===== src/rtl/ddfs_seq_pkg.sv =====
// Shared definitions for the DDFS note sequencer: FSM states, MMIO
// register map, control-word bit positions and the envelope level.
package ddfs_seq_pkg;

    typedef enum logic [1:0] {
        ST_IDLE = 2'd0,
        ST_LOAD = 2'd1,
        ST_PLAY = 2'd2,
        ST_GAP  = 2'd3
    } seq_state_t;

    // MMIO register map (only the two low address bits are decoded)
    localparam logic [1:0] ADDR_FCCW = 2'd0;
    localparam logic [1:0] ADDR_NOTE = 2'd1;
    localparam logic [1:0] ADDR_CTRL = 2'd2;
    localparam logic [1:0] ADDR_GAP  = 2'd3;

    // Control word bit positions
    localparam int CTRL_RUN     = 0;
    localparam int CTRL_FLUSH   = 1;
    localparam int CTRL_OVF_CLR = 2;

    // Envelope applied while a note is sounding: 1.0 in Q2.14
    localparam logic [15:0] ENV_ON = 16'h4000;

endpackage


===== src/rtl/ddfs_seq_fifo_sync.sv =====
// Synchronous note FIFO. Pointers carry one extra wrap bit so full and
// empty are distinguished without a separate occupancy counter.
// DEPTH must be a power of two, at least 2.
module fifo_sync #(
    parameter int WIDTH = 46,
    parameter int DEPTH = 16
) (
    input  logic                     clk,
    input  logic                     reset,
    input  logic                     push,
    input  logic                     pop,
    input  logic                     flush,
    input  logic [WIDTH-1:0]         wr_data,
    output logic [WIDTH-1:0]         rd_data,
    output logic                     full,
    output logic                     empty,
    output logic [$clog2(DEPTH):0]   count
);

    localparam int AW = $clog2(DEPTH);
    localparam logic [AW:0] PTR_ONE = 1;

    logic [WIDTH-1:0] mem [DEPTH];
    logic [AW:0]      wr_ptr;
    logic [AW:0]      rd_ptr;
    logic             do_push;
    logic             do_pop;

    // Flush has priority over both push and pop in the same cycle;
    // a push into a full FIFO is dropped even if a pop also happens.
    assign do_push = push && !full && !flush;
    assign do_pop  = pop && !empty && !flush;

    assign empty   = (wr_ptr == rd_ptr);
    assign full    = (wr_ptr[AW] != rd_ptr[AW]) &&
                     (wr_ptr[AW-1:0] == rd_ptr[AW-1:0]);
    assign count   = wr_ptr - rd_ptr;
    assign rd_data = mem[rd_ptr[AW-1:0]];

    // Pointer update; flush simply rewinds both pointers.
    always_ff @(posedge clk) begin
        // NOTE: sequential state uses non-blocking assignments so every
        // register samples pre-edge values regardless of block ordering.
        if (reset || flush) begin
            wr_ptr <= '0;
            rd_ptr <= '0;
        end else begin
            if (do_push) wr_ptr <= wr_ptr + PTR_ONE;
            if (do_pop)  rd_ptr <= rd_ptr + PTR_ONE;
        end
    end

    // Storage write.
    always_ff @(posedge clk) begin
        // NOTE: the storage array is deliberately not reset; the pointers
        // define which entries are valid, and leaving it out keeps it
        // mappable onto RAM.
        if (do_push) mem[wr_ptr[AW-1:0]] <= wr_data;
    end

endmodule


===== src/rtl/ddfs_seq.sv =====
// Note sequencer for a DDFS: MMIO-loaded note queue, each entry an
// FCCW plus a duration in sample ticks, played back with an optional
// silent gap between notes.
module ddfs_seq
    import ddfs_seq_pkg::*;
#(
    parameter int PW    = 30,
    parameter int DEPTH = 16,
    parameter int DW    = 16
) (
    input  logic          clk,
    input  logic          reset,
    input  logic          cs,
    input  logic          write,
    input  logic          read,
    input  logic [4:0]    addr,
    input  logic [31:0]   write_data,
    output logic [31:0]   read_data,
    input  logic          tick,
    output logic [PW-1:0] fccw_out,
    output logic [15:0]   env_out,
    output logic          gate,
    output logic          note_start
);

    localparam int EW = PW + DW;
    localparam int CW = $clog2(DEPTH) + 1;

    seq_state_t    state_q, state_d;
    logic [DW-1:0] cnt_q, cnt_d;
    logic [PW-1:0] fccw_q, fccw_d;

    logic [PW-1:0] fccw_stage;
    logic [DW-1:0] gap_reg;
    logic          run_q;
    logic          ovf_q;

    logic          wr_en;
    logic          sel_fccw, sel_note, sel_ctrl, sel_gap;
    logic          flush, ovf_clr;

    logic          fifo_pop;
    logic [EW-1:0] fifo_rd_data;
    logic          fifo_full, fifo_empty;
    logic [CW-1:0] fifo_count;
    logic [PW-1:0] entry_fccw;
    logic [DW-1:0] entry_dur;

    logic          can_load;
    logic          cnt_last;

    // Reads have no side effects, so the strobe and upper address bits
    // carry no information for this block.
    logic          unused_inputs;
    assign unused_inputs = ^{read, addr[4:2], write_data};

    assign wr_en    = cs && write;
    assign sel_fccw = wr_en && (addr[1:0] == ADDR_FCCW);
    assign sel_note = wr_en && (addr[1:0] == ADDR_NOTE);
    assign sel_ctrl = wr_en && (addr[1:0] == ADDR_CTRL);
    assign sel_gap  = wr_en && (addr[1:0] == ADDR_GAP);
    assign flush    = sel_ctrl && write_data[CTRL_FLUSH];
    assign ovf_clr  = sel_ctrl && write_data[CTRL_OVF_CLR];

    // MMIO-writable configuration and the sticky overflow flag.
    always_ff @(posedge clk) begin
        if (reset) begin
            fccw_stage <= '0;
            gap_reg    <= '0;
            run_q      <= 1'b0;
            ovf_q      <= 1'b0;
        end else begin
            if (sel_fccw) fccw_stage <= write_data[PW-1:0];
            if (sel_gap)  gap_reg    <= write_data[DW-1:0];
            if (sel_ctrl) run_q      <= write_data[CTRL_RUN];
            if (ovf_clr)
                ovf_q <= 1'b0;
            else if (sel_note && fifo_full)
                ovf_q <= 1'b1;
        end
    end

    fifo_sync #(
        .WIDTH (EW),
        .DEPTH (DEPTH)
    ) u_fifo (
        .clk     (clk),
        .reset   (reset),
        .push    (sel_note),
        .pop     (fifo_pop),
        .flush   (flush),
        .wr_data ({fccw_stage, write_data[DW-1:0]}),
        .rd_data (fifo_rd_data),
        .full    (fifo_full),
        .empty   (fifo_empty),
        .count   (fifo_count)
    );

    assign entry_fccw = fifo_rd_data[EW-1:DW];
    assign entry_dur  = fifo_rd_data[DW-1:0];

    assign can_load = run_q && !fifo_empty;
    // cnt never legitimately sits at 0 in PLAY/GAP; treating <=1 as the
    // final tick keeps the FSM from wrapping if it ever did.
    assign cnt_last = (cnt_q <= DW'(1));

    // FSM, countdown and carrier FCCW registers.
    always_ff @(posedge clk) begin
        if (reset) begin
            state_q <= ST_IDLE;
            cnt_q   <= '0;
            fccw_q  <= '0;
        end else begin
            state_q <= state_d;
            cnt_q   <= cnt_d;
            fccw_q  <= fccw_d;
        end
    end

    // Next-state, countdown and per-state outputs.
    always_comb begin
        // NOTE: every output gets a default before the case so no path
        // leaves a variable unassigned, which would infer a latch.
        state_d    = state_q;
        cnt_d      = cnt_q;
        fccw_d     = fccw_q;
        fifo_pop   = 1'b0;
        note_start = 1'b0;
        gate       = 1'b0;
        env_out    = '0;

        case (state_q)
            ST_IDLE: begin
                if (can_load) state_d = ST_LOAD;
            end

            // One-cycle fetch; ticks here are ignored. A flush in the
            // previous cycle can leave nothing to fetch.
            ST_LOAD: begin
                if (!run_q || fifo_empty) begin
                    state_d = ST_IDLE;
                end else begin
                    fifo_pop   = 1'b1;
                    note_start = 1'b1;
                    fccw_d     = entry_fccw;
                    cnt_d      = (entry_dur == '0) ? DW'(1) : entry_dur;
                    state_d    = ST_PLAY;
                end
            end

            ST_PLAY: begin
                gate    = 1'b1;
                env_out = ENV_ON;
                if (!run_q) begin
                    state_d = ST_IDLE;
                end else if (tick) begin
                    if (cnt_last) begin
                        if (gap_reg != '0) begin
                            cnt_d   = gap_reg;
                            state_d = ST_GAP;
                        end else begin
                            cnt_d   = '0;
                            state_d = can_load ? ST_LOAD : ST_IDLE;
                        end
                    end else begin
                        cnt_d = cnt_q - DW'(1);
                    end
                end
            end

            ST_GAP: begin
                if (!run_q) begin
                    state_d = ST_IDLE;
                end else if (tick) begin
                    if (cnt_last) begin
                        cnt_d   = '0;
                        state_d = can_load ? ST_LOAD : ST_IDLE;
                    end else begin
                        cnt_d = cnt_q - DW'(1);
                    end
                end
            end

            default: state_d = ST_IDLE;
        endcase
    end

    assign fccw_out  = fccw_q;
    assign read_data = {16'(fifo_count), 9'b0, state_q, ovf_q, run_q,
                        fifo_full, fifo_empty, (state_q != ST_IDLE)};

endmodule


===== config.mk =====
export PLATFORM = sky130hd
export DESIGN_NAME = ddfs_seq
export DESIGN_NICKNAME = d
export VERILOG_FILES = /design/src/rtl/ddfs_seq_pkg.sv /design/src/rtl/ddfs_seq_fifo_sync.sv /design/src/rtl/ddfs_seq.sv
export SDC_FILE = /design/constraint.sdc
export NUM_CORES = 1
export LEC_CHECK = 0
export ABC_CLOCK_PERIOD_IN_PS = 5870
export CAP_MARGIN = 20
export CELL_PAD_IN_SITES_DETAIL_PLACEMENT = 1
export CELL_PAD_IN_SITES_GLOBAL_PLACEMENT = 1
export CORE_MARGIN = 2
export CORE_UTILIZATION = 30
export DETAILED_ROUTE_END_ITERATION = 10
export PLACE_DENSITY_LB_ADDON = 0.1
export SYNTH_ARGS = -nofsm -noshare
export SYNTH_HDL_FRONTEND = slang
export SYNTH_HIERARCHICAL = 1
export SYNTH_SLANG_ARGS = --single-unit

===== constraint.sdc =====
create_clock -name clk -period 5.87 [get_ports clk]
set_input_delay 0.587 -clock clk [delete_from_list [all_inputs] [get_ports clk]]
set_output_delay 0.587 -clock clk [all_outputs]
set_load 0.02 [all_outputs]

==> impl_metrics.ini <==
[clock_tree]
hold_buffers = 0
clock_insertion_delay_at_the_later_pin_of_the_skew_report_ns = 0.67
clock_tree.htree_level_count = 3
cts.reportedPaths.clkPinSlew_ns = 0.06
cts-resized-gates = 0
clk_path_buf_depth = 3
cts_buf_count = 96
postCtsSetupBuffers = 0
clock_sinks = 846
clockRootBuffer = sky130_fd_sc_hd__clkbuf_16
clock_tree_from_tritoncts = yes

[sta]
final-max-slew-violation-count = 0
timing.final.crit_share = 0.734
final_period_minus_worst_setup_slack_ns = 4.31
timing_hold_violations_final = 0
relSlewSlack = 0.287
grt_setup_unrepaired = no
setup_viol = 0
finalSetupTns_ns = 0
clock_skew_ns = 0.0190
tightest_slew_ns = 1.07
hold_ws_ns = 0.295
fmax_mhz = 232

[synth]
synthesized_area_divided_by_synthesized_cell_count_sq_um = 18.2
synthesis.yosys.warnings = 6
synth-edff-count = 736
yosysUniqueCellTypes = 68
synth-async-reset-ratio = 0
postSynthCellCount = 1804
ys_seq_elements = 846
sequential_area_share_after_synthesis = 0.741
yosys_most_used_dff = sky130_fd_sc_hd__edfxtp_1
synth.cell_area_sq_mm = 0.0328

[min_path]
min-delay-path-class = primary input to register
min_delay_path_depth = 2

[final_layout]
layout-area-overhead-vs-synth_pct = 17.0
most_frequent_standard_cell_in_the_layout_excluding_fill_and_tap_cells = sky130_fd_sc_hd__edfxtp_1
flip_flop_count_of_the_largest_register_after_layout = 736
most-common-layout-cells = sky130_fd_sc_hd__edfxtp_1 (736), sky130_fd_sc_hd__nand2_1 (216), sky130_fd_sc_hd__mux4_2 (184), sky130_fd_sc_hd__dfxtp_1 (108), sky130_fd_sc_hd__clkbuf_16 (98)
layout-drive-gt1-share = 0.202
finish.net_count = 1976
final.fill_count = 10800

[floorplanning]
design.die.area_sq_mm = 0.112
pin_count = 123
core_area_sq_mm = 0.109
effective_utilization_at_floorplan = 0.302
placementRows = 121
fp.dieW_um = 335
fp.dieH_um = 335

[routing]
drt_iter0_drc = 1048
total_routed_wirelength_um = 91600
detail-route-antenna-nets = 0
avgViaCountPerCell = 5.01
drc = 0
wire_per_inst_um = 26.8
detailedRoute.firstPassIterationCount = 5
vias = 17100

[setup_path]
timing.critical_path.required_ns = 5.28
criticalPathCategory = register to output pin
reg2regPathDepth = 6
critical_path_peak_fanout = 32
crit_arrival_ns = 3.72
setup.worst_path.end_class = output pin
critPathLaunchType = register

[power]
vdd.ir_drop.worst_mv = 0.230
total_leakage_power_nw = 11.7
pwr_density_cell_mw_per_mm2 = 329

[global_routing]
grt_max_degree = 70
global_route.usage.total = 0.166
grt_pass1_vias = 18700
grt_overflow_total = 0
grt_antenna_before_repair = 0
grt_first_pass_wirelength_um = 134000

[place]
gpl.final_weighted_congestion = 0.805
place_hpwl_um = 48600
io_buffer_count = 81

[outcome]
run_status = finished clean

[flow_run]
drv.max_cap_violation_count = 0
## through the flow
step                       util  setup slack, ns  area, sq um  power, mW  instances
after detailed placement  0.324             1.68        35300       6.84       3237
after global routing      0.353             1.25        38400       13.1       3416
after floorplan               -            0.866        32900       6.75       1838
after global placement    0.324             1.80        35300       6.83       3237
after CTS                 0.353             1.39        38400       12.8       3416
final                     0.353             1.56        38400       12.6       3417
## routing by layer
metal / GRT usage / part of all wire / vias up
li1: - / - / 7394
met1: 0.223 / 0.45 / 9298
met4: 0.0416 / 0.021 / 0
met3: 0.0242 / 0.031 / 122
met5: 0 / 0 / -
met2: 0.282 / 0.50 / 296
## synth_stat cells (4+ instances only)
cell | instances | share of area
sky130_fd_sc_hd__clkbuf_1 | 59 | 0.0068
sky130_fd_sc_hd__and3_1 | 4 | 0.00076
sky130_fd_sc_hd__a211oi_1 | 9 | 0.0021
sky130_fd_sc_hd__nor2_1 | 44 | 0.0050
sky130_fd_sc_hd__xnor2_1 | 8 | 0.0021
sky130_fd_sc_hd__a221o_1 | 4 | 0.0012
sky130_fd_sc_hd__a311oi_1 | 4 | 0.0011
sky130_fd_sc_hd__nand2_1 | 216 | 0.025
sky130_fd_sc_hd__edfxtp_1 | 736 | 0.67
sky130_fd_sc_hd__buf_6 | 9 | 0.0031
sky130_fd_sc_hd__nand4_1 | 7 | 0.0013
sky130_fd_sc_hd__a21oi_1 | 95 | 0.015
sky130_fd_sc_hd__o32ai_1 | 4 | 0.0011
sky130_fd_sc_hd__nor2b_1 | 5 | 0.00095
sky130_fd_sc_hd__inv_1 | 18 | 0.0021
sky130_fd_sc_hd__a22oi_1 | 93 | 0.021
sky130_fd_sc_hd__dfxtp_1 | 110 | 0.067
sky130_fd_sc_hd__mux4_2 | 184 | 0.13
sky130_fd_sc_hd__buf_1 | 14 | 0.0016
sky130_fd_sc_hd__nor4_1 | 5 | 0.00095
sky130_fd_sc_hd__ha_1 | 11 | 0.0042
sky130_fd_sc_hd__buf_2 | 6 | 0.00092
sky130_fd_sc_hd__nor3_1 | 11 | 0.0017
sky130_fd_sc_hd__xor2_1 | 6 | 0.0016
sky130_fd_sc_hd__nand3_1 | 11 | 0.0017
sky130_fd_sc_hd__buf_4 | 49 | 0.011
sky130_fd_sc_hd__a221oi_1 | 4 | 0.0011
sky130_fd_sc_hd__o21ai_0 | 15 | 0.0023
## worst max-delay path, cell delays in order (launching register included)
cell and delay, ns:
sky130_fd_sc_hd__dfxtp_1 0.65, sky130_fd_sc_hd__ha_1 0.31, sky130_fd_sc_hd__nand4_1 0.35, sky130_fd_sc_hd__nor2_1 0.41, sky130_fd_sc_hd__nor2b_1 0.12, sky130_fd_sc_hd__nand3_2 0.09, sky130_fd_sc_hd__buf_4 0.49, sky130_fd_sc_hd__inv_2 0.07
sky130_fd_sc_hd__clkdlybuf4s50_1 0.56
## logic make-up (layout without fill, tap and decap cells)
logic type | Yosys count | in the layout | share of synthesized area
AOI/OAI and AO/OA | 258 | 258 | 0.0532
muxes | 186 | 186 | 0.127
buffers and inverters | 156 | 320 | 0.0258
adders and majority gates | 12 | 12 | 0.00481
xor gates and xnor gates | 14 | 14 | 0.00374
DFF | 846 | 846 | 0.741
and+or+nand+nor | 331 | 331 | 0.0443
other | 1 | 36 | 0.000114
## final cells by class
type / instances / area (sq um) / area share
flip-flops and latches: 846 / 24300 / 0.634
diodes: 1 / 2.50 / 0.0000652
multi-input cells: 836 / 7910 / 0.206
well taps: 1414 / 1770 / 0.0461
inverters: 19 / 71.3 / 0.00186
repair buffers: 122 / 1200 / 0.0314
clock buffers: 130 / 2610 / 0.0681
clock inverters: 49 / 488 / 0.0127
## report_power, final
part	leakage, nW	total [mW]	switching (mW)	internal [mW]
Combinational	2.63	0.176	0.126	0.0501
Clock	1.53	5.90	2.42	3.48
Sequential	7.54	6.53	0.0232	6.51
## path summary, 6_finish.rpt
check	startpoint	endpoint	slack, ns
min	reset	run_q	0.29
max reg2reg	u_fifo/wr_ptr[2]	u_fifo/mem[14][17]	2.25
min reg2reg	fccw_out[3]	fccw_out[3]	0.46
max	u_fifo/wr_ptr[2]	note_start	1.56
(Power assumes the default switching activity.)
